**src/rtl/scanner_pkg.sv**
```systemverilog
// Shared types and helpers for the LED-matrix row scanner.
package scanner_pkg;

    typedef enum logic [2:0] {
        IDLE,
        FILL,
        BLANK,
        LATCH,
        DISPLAY
    } scan_state_t;

    // Registered single-bit panel/filler controls, grouped so they reset and hold together.
    typedef struct packed {
        logic lat;
        logic oe_n;
        logic fill_en;
        logic frame_start;
        logic fill_timeout;
    } scan_pins_t;

    localparam scan_pins_t PINS_RESET = '{
        lat:          1'b0,
        oe_n:         1'b1,
        fill_en:      1'b0,
        frame_start:  1'b0,
        fill_timeout: 1'b0
    };

    // Twice the nominal fill time: a healthy filler needs COLS shifts of SHIFT_DIV clocks.
    function automatic int fill_timeout_cycles(input int cols, input int shift_div);
        return 2 * cols * shift_div;
    endfunction

    function automatic int max3(input int a, input int b, input int c);
        int m;
        m = (a > b) ? a : b;
        return (m > c) ? m : c;
    endfunction

endpackage

```
**src/rtl/matrix_row_scanner_strobe_divider.sv**
```systemverilog
// Periodic one-clock strobe. clear/enable describe the upcoming cycle, so tick lands
// on enabled cycles DIV-1, 2*DIV-1, ... counted from the cycle after clear.
module strobe_divider #(
    parameter int DIV = 33
) (
    input  logic clk,
    input  logic reset,
    input  logic clear,
    input  logic enable,
    output logic tick
);

    localparam int DIV_W = $clog2(DIV) + 1;
    localparam logic [DIV_W-1:0] LAST = DIV_W'(DIV - 1);

    logic [DIV_W-1:0] div_q, div_d;
    logic             tick_q, tick_d;

    // NOTE: every variable written here gets a default first, so no path can infer a latch.
    always_comb begin
        div_d  = '0;
        tick_d = 1'b0;
        if (enable && !clear) begin
            div_d  = (div_q == LAST) ? '0 : div_q + DIV_W'(1);
            tick_d = (div_d == LAST);
        end
    end

    // NOTE: sequential state uses non-blocking assignments so all registers update together.
    always_ff @(posedge clk) begin
        if (reset) begin
            div_q  <= '0;
            tick_q <= 1'b0;
        end else begin
            div_q  <= div_d;
            tick_q <= tick_d;
        end
    end

    assign tick = tick_q;

endmodule

```
**src/rtl/matrix_row_scanner.sv**
```systemverilog
// Row sequencer for the dual-half RGB LED matrix: fill, blank, latch, display per row pair.
module matrix_row_scanner
    import scanner_pkg::*;
#(
    parameter int ROWS           = 16,
    parameter int ADDR_W         = 4,
    parameter int COLS           = 32,
    parameter int SHIFT_DIV      = 33,
    parameter int LATCH_CYCLES   = 2,
    parameter int DISPLAY_CYCLES = 2000
) (
    input  logic              clk,
    input  logic              reset,
    input  logic              run,
    input  logic              fill_done,
    output logic              fill_en,
    output logic              shift_tick,
    output logic [ADDR_W-1:0] row_addr,
    output logic              lat,
    output logic              oe_n,
    output logic              frame_start,
    output logic              fill_timeout
);

    localparam int FILL_TIMEOUT = fill_timeout_cycles(COLS, SHIFT_DIV);
    localparam int MAX_COUNT    = max3(FILL_TIMEOUT, LATCH_CYCLES, DISPLAY_CYCLES);
    localparam int CNT_W        = $clog2(MAX_COUNT) + 1;

    localparam logic [CNT_W-1:0]  FILL_LAST    = CNT_W'(FILL_TIMEOUT - 1);
    localparam logic [CNT_W-1:0]  LATCH_LAST   = CNT_W'(LATCH_CYCLES - 1);
    localparam logic [CNT_W-1:0]  DISPLAY_LAST = CNT_W'(DISPLAY_CYCLES - 1);
    localparam logic [ADDR_W-1:0] LAST_ROW     = ADDR_W'(ROWS - 1);

    scan_state_t       state_q, state_d;
    logic [CNT_W-1:0]  cnt_q, cnt_d;
    logic [ADDR_W-1:0] load_row_q, load_row_d;
    logic [ADDR_W-1:0] row_addr_q, row_addr_d;
    scan_pins_t        pins_q, pins_d;

    logic [ADDR_W-1:0] row_next;
    logic              fill_seen;
    logic              fill_expired;
    logic              div_clear;
    logic              div_enable;

    assign row_next     = (load_row_q == LAST_ROW) ? '0 : load_row_q + ADDR_W'(1);
    // The filler's flag may still be high from the previous row on the first FILL cycle.
    assign fill_seen    = fill_done && (cnt_q != '0);
    assign fill_expired = (cnt_q == FILL_LAST);

    always_comb begin
        state_d            = state_q;
        cnt_d              = cnt_q;
        load_row_d         = load_row_q;
        row_addr_d         = row_addr_q;
        pins_d             = pins_q;
        pins_d.frame_start = 1'b0;
        div_clear          = 1'b0;

        case (state_q)
            IDLE: begin
                pins_d.oe_n    = 1'b1;
                pins_d.fill_en = 1'b0;
                if (run) begin
                    state_d            = FILL;
                    cnt_d              = '0;
                    load_row_d         = '0;
                    pins_d.fill_en     = 1'b1;
                    pins_d.frame_start = 1'b1;
                    div_clear          = 1'b1;
                end
            end

            FILL: begin
                cnt_d = cnt_q + CNT_W'(1);
                if (fill_seen || fill_expired) begin
                    state_d        = BLANK;
                    cnt_d          = '0;
                    pins_d.fill_en = 1'b0;
                    pins_d.oe_n    = 1'b1;
                    if (!fill_seen) begin
                        pins_d.fill_timeout = 1'b1;
                    end
                end
            end

            BLANK: begin
                state_d    = LATCH;
                cnt_d      = '0;
                row_addr_d = load_row_q;
                pins_d.lat = 1'b1;
            end

            LATCH: begin
                cnt_d = cnt_q + CNT_W'(1);
                if (cnt_q == LATCH_LAST) begin
                    state_d     = DISPLAY;
                    cnt_d       = '0;
                    pins_d.lat  = 1'b0;
                    pins_d.oe_n = 1'b0;
                end
            end

            DISPLAY: begin
                cnt_d = cnt_q + CNT_W'(1);
                if (cnt_q == DISPLAY_LAST) begin
                    cnt_d      = '0;
                    load_row_d = row_next;
                    if (run) begin
                        // Current row stays lit while the next one shifts in.
                        state_d            = FILL;
                        pins_d.fill_en     = 1'b1;
                        pins_d.frame_start = (row_next == '0);
                        div_clear          = 1'b1;
                    end else begin
                        state_d     = IDLE;
                        pins_d.oe_n = 1'b1;
                    end
                end
            end

            default: begin
                state_d = IDLE;
                cnt_d   = '0;
                pins_d  = PINS_RESET;
            end
        endcase
    end

    assign div_enable = (state_d == FILL);

    always_ff @(posedge clk) begin
        if (reset) begin
            state_q    <= IDLE;
            cnt_q      <= '0;
            load_row_q <= '0;
            row_addr_q <= '0;
            pins_q     <= PINS_RESET;
        end else begin
            state_q    <= state_d;
            cnt_q      <= cnt_d;
            load_row_q <= load_row_d;
            row_addr_q <= row_addr_d;
            pins_q     <= pins_d;
        end
    end

    strobe_divider #(
        .DIV (SHIFT_DIV)
    ) u_shift_div (
        .clk    (clk),
        .reset  (reset),
        .clear  (div_clear),
        .enable (div_enable),
        .tick   (shift_tick)
    );

    assign fill_en      = pins_q.fill_en;
    assign row_addr     = row_addr_q;
    assign lat          = pins_q.lat;
    assign oe_n         = pins_q.oe_n;
    assign frame_start  = pins_q.frame_start;
    assign fill_timeout = pins_q.fill_timeout;

endmodule

```
**config.mk**
```make
export PLATFORM = sky130hd
export DESIGN_NAME = matrix_row_scanner
export DESIGN_NICKNAME = d
export VERILOG_FILES = /design/src/rtl/scanner_pkg.sv /design/src/rtl/matrix_row_scanner_strobe_divider.sv /design/src/rtl/matrix_row_scanner.sv
export SDC_FILE = /design/constraint.sdc
export NUM_CORES = 1
export LEC_CHECK = 0
export BUFFER_PORTS_ARGS = -buffer_cell sky130_fd_sc_hd__buf_2
export CAP_MARGIN = 0
export CORE_ASPECT_RATIO = 1.5
export CORE_UTILIZATION = 35
export DETAILED_ROUTE_END_ITERATION = 8
export PLACE_DENSITY = 0.54
export SYNTH_ARGS = -nofsm -noshare
export SYNTH_HDL_FRONTEND = slang
export SYNTH_SLANG_ARGS = --single-unit
```
**constraint.sdc**
```tcl
create_clock -name clk -period 4.1 [get_ports clk]
set_clock_uncertainty 0.15 [all_clocks]
set_input_delay 0.82 -clock clk [delete_from_list [all_inputs] [get_ports clk]]
set_output_delay 0.82 -clock clk [all_outputs]
set_load 0.05 [all_outputs]
```
Word level (Yosys, flattened, before mapping)
Index checks and enable logic that the tools add are counted.
Storage, ports and cells
  bits in registers: 37
  logic and storage cells: 86
Cells by class
  add/subtract/negate cells: 3
  mux-type cells: 32
  equality and inequality tests: 18
  reductions and logical operators: 17
  bitwise gates (word level): 5
Operators by type and width (number)
  $mux W13: 4
  $pmux W13 S4: 1
  $mux W3: 5
  $pmux W3 S5: 1
  $eq A7 B6 Y1 const B: 2
  $ne A2 B2 Y1 const B: 7
  $add A13 B1 Y13 const B: 1
  $eq A13 B1 Y1 const B: 1
  $eq A13 B11 Y1 const B: 1
  $eq A13 B12 Y1 const B: 1
  $reduce_bool A13 Y1: 1
  $mux W4: 3
  $mux W2: 4
  $pmux W1 S4: 2
  $pmux W4 S2: 1
  $add A7 B1 Y7 const B: 1
  $mux W7: 1
  $eq A3 B1 Y1 const B: 2
  $eq A3 B2 Y1 const B: 2
  $mux W1: 6
  $pmux W1 S2: 3
  $reduce_and A3 Y1: 2
  $not A1 Y1: 5
  $reduce_and A5 Y1: 1
  15 further kinds: 17

Logic depth before layout (Yosys ltp)
  depth after elaboration: 9
  gate-level depth with buffers: 8
  mapped depth without buffers: 8

Hierarchy
Synthesis repeated with hierarchy kept, for this count alone.
Unflattened totals
  cell total of the unflattened synthesis: 267
  area total of the unflattened synthesis: 2140.8 µm²
By module, submodules not included
  matrix_row_scanner: area each 1759.2 µm², cells each 229, times used 1, sequential area each 580.6 µm²
  strobe_divider: area each 381.6 µm², cells each 38, times used 1, sequential area each 160.2 µm²

Worst setup path after synthesis
No wires, ideal clock.
  kind: register to register
  start point: register cnt_q[5]
  end point: register cnt_q[9]
  arrival time: 2.032 ns
  setup time: 0.117 ns
  buffers on the path: 2
  slack: 1.801 ns
  cell stages (with the launch flop): 9
  data required time: 3.833 ns
  path through: dfxtp_1 -> buf_6 -> or3_1 -> or4_1 -> buf_2 -> a2bb2oi_4 -> a21oi_2 -> a21o_1 -> a22o_1
On the way
  cells in the longest elaborated chain, start to end: 5
Ends and longest elaborated chain
  from (decl): RTL line matrix_row_scanner.sv:35  | logic [CNT_W-1:0] cnt_q, cnt_d;
  from (signal assigned): RTL line matrix_row_scanner.sv:141  | cnt_q <= cnt_d;
  branches (longest 4 deep; another with $add A13 B1 Y13)
  $pmux W13 S4 (*): RTL line matrix_row_scanner.sv:60  | case (state_q)
Every way passes the cells marked *.
A chain may end at the register's enable or synchronous reset.

Worst setup path after layout
  start point: register cnt_q[4]
  end point: register cnt_q[11]
The elaborated chain is that of the path after synthesis.

==> metrics <==
Antenna Violating Nets Remaining=0; Levels on crit path=6; worst hold slack=326 ps; Overall Power=0.795 mW; P_leak=0.801 nW; Hold Buf Count CTS=0; RSZ-0062 raised after global routing=no; Max Cap Viol=0; Rows=33; CP max FO=7; slowest CP cell=or4_1; worst reg2reg path depth=6; DR iter-0 viols=97; failing checks=design-rule violations; placed standard-cell area=2070 um^2; IO Pins=14; Avg WL per Cell=13.9 um; endpoints failing hold=0; Tmin final=2600 ps; Max IR drop VDD=0.000166 V; ys async rst share=0%; number of synthesized flops with an enable pin=0; PnR worst setup slack=1500 ps; largest family of logic cells by synthesized area=simple AND/OR/NAND/NOR gates; WP buf/inv=0; final std cell area, no fill=2190 um^2; grt ovf=0; Worst setup SP type=register; CTS tree=done; Critical Path RT=4110 ps; Top FF cell, synth=dfxtp_1; n_diodes=0; Detailed Route WL=4460 um; CTS Buf Count=5; first-pass GRT wire length=7600 um; Slew @ Worst Pin=649 ps; pin count of the biggest net entering global routing=24; Max stage delay on crit path=710 ps; Die Wd=63.2 um; core area=5450 um^2; compound-cell area share of the yosys netlist=19.0%; Placed Cells=313; post-synth cell types=48; vias in the first global route=1660; final std cells w/o fill=321; Synth area leader=dfxtp_1; setup_tns=0 ps; Placer Congestion=0.797; CTS max path bufs=2; Slew Limit Fails=0; Final setup viols=0; starting density of the core=36.1%; via/cell ratio=5.37; number of I/O port buffers=13; htree depth=2; Area contributors post-synth=dfxtp_1, nor2_1, nand3_1; Mapped Area=1970 um^2; Layout Nets=261; final period utilization=63.4%; Synthesized Nets=251; Remaining DRCs=2; Die Area=5940 um^2; Worst Hold Class=register to register; post_cts resized=0; clock slew at reported path FFs=80 ps; Post-DP HPWL=3270 um; Synth Area in XOR/XNOR=4.45%; #FFs+latches synth=37; post-CTS setup buffers=0; share of cells above drive strength 1=10.8%; power density cells=362 nW/um^2; Layout Utilization=40.3%; Synth-to-Final Area Change=11.4%; endpoint type of the worst setup path=register; Place WS=1480 ps; status=finished, violations left; area share of the largest cell type after synthesis=37.6%; Root Driver=clkbuf_8; Worst Path Arrival=2610 ps; worst-path cell chain=or3_1 -> or4_1 -> a2bb2oi_4 -> nand2_1 -> nand2b_1 -> o311ai_0; synth warn=0; most instantiated cells after synthesis=dfxtp_1, nor2_1, nand2_1, nand3_1, a21oi_1; worst skew pair latency=290 ps; post-synthesis mux area share=3.81%; cell class contributing the biggest share of worst-path delay=simple AND/OR/NAND/NOR gates; fmax=384 MHz; Synth Area in Simple Gates=26.4%; global-route usage over all layers=16.5%; Pre-Repair DR Iteration Count=6; Syn Area/Cell=8.21 um^2; WS Path Type=register to register; die height=93.9 um; Rel. slew slack=56.6%; most numerous cell in the Yosys netlist=dfxtp_1; clk sinks=37; Gate Count Post-Synth=240; Synth Area in Adders=4.45%; DR vias=1723; initial antenna violation count=0; Min-Delay Path Depth=1; Seq/Total Area, Yosys=37.6%
[kinds of logic after synthesis]
kind of cell	Yosys count
adders and majority gates	7
buffers and inverters	20
and+or+nand+nor	104
muxes	7
xor gates and xnor gates	10
DFF	37
AOI/OAI and AO/OA	55
[cells in the final DEF (no fill, tap or decap), types with 2 or more instances in the layout]
cell / n
o31ai_1: 2
nor2_1: 27
o21ai_0: 14
a31oi_1: 3
buf_2: 13
o31a_1: 2
nand3_1: 19
xnor2_1: 6
nand4_1: 2
clkbuf_8: 6
or3_1: 3
nor3b_1: 3
inv_1: 10
and2_1: 3
nand2b_1: 3
o311ai_0: 3
nand2_1: 22
nor3_1: 8
and3_1: 4
a21oi_1: 16
and4_1: 3
xor2_1: 4
a211oi_1: 3
ha_1: 7
dfxtp_1: 37
mux2i_1: 6
[final cells by class]
class	instances	area (um^2)
fill	577	3260
multi-input combinational	183	1140
sequential	37	741
tap	70	87.6
clock buffer	6	82.6
timing repair buffer	13	65.1
clock inverter	2	37.5
inverter	10	37.5
[routing by layer]
metal	vias to the layer above	global-route usage (%)	share of wire, %
li1	875	-	-
met1	809	18.0	43
met2	34	30.1	52
met3	5	3.16	3.1
met4	0	8.14	1.5
met5	-	0	0
[power by group]
group / switching, mW / leakage [nW] / internal [mW]
logic: 0.0571 / 0.445 / 0.0306
registers: 0.0104 / 0.299 / 0.366
clock network: 0.133 / 0.0574 / 0.198
[final timing paths]
kind                                        start                         endpoint  slack, ps
setup / recovery            cnt_q[4]$_SDFFE_PP0P_           cnt_q[11]$_SDFFE_PP0P_       1500
hold / removal    u_shift_div.div_q[0]$_SDFF_PP0_  u_shift_div.div_q[0]$_SDFF_PP0_        330
setup reg to reg            cnt_q[4]$_SDFFE_PP0P_           cnt_q[11]$_SDFFE_PP0P_       1500
hold reg to reg   u_shift_div.div_q[0]$_SDFF_PP0_  u_shift_div.div_q[0]$_SDFF_PP0_        330
[worst reg2reg max path, cell delays in order (launching register included)]
cell	delay (ps)
dfxtp_1	380
or3_1	370
or4_1	710
a2bb2oi_4	260
nand2_1	160
nand2b_1	280
o311ai_0	170
[state kept, by name, summed over array words and instances (netlist names), 3 cells and up]
name               count
cnt_q                 13
u_shift_div.div_q      7
load_row_q             4
row_addr               4
state_q                3
Power figures use the tool's default switching activity.
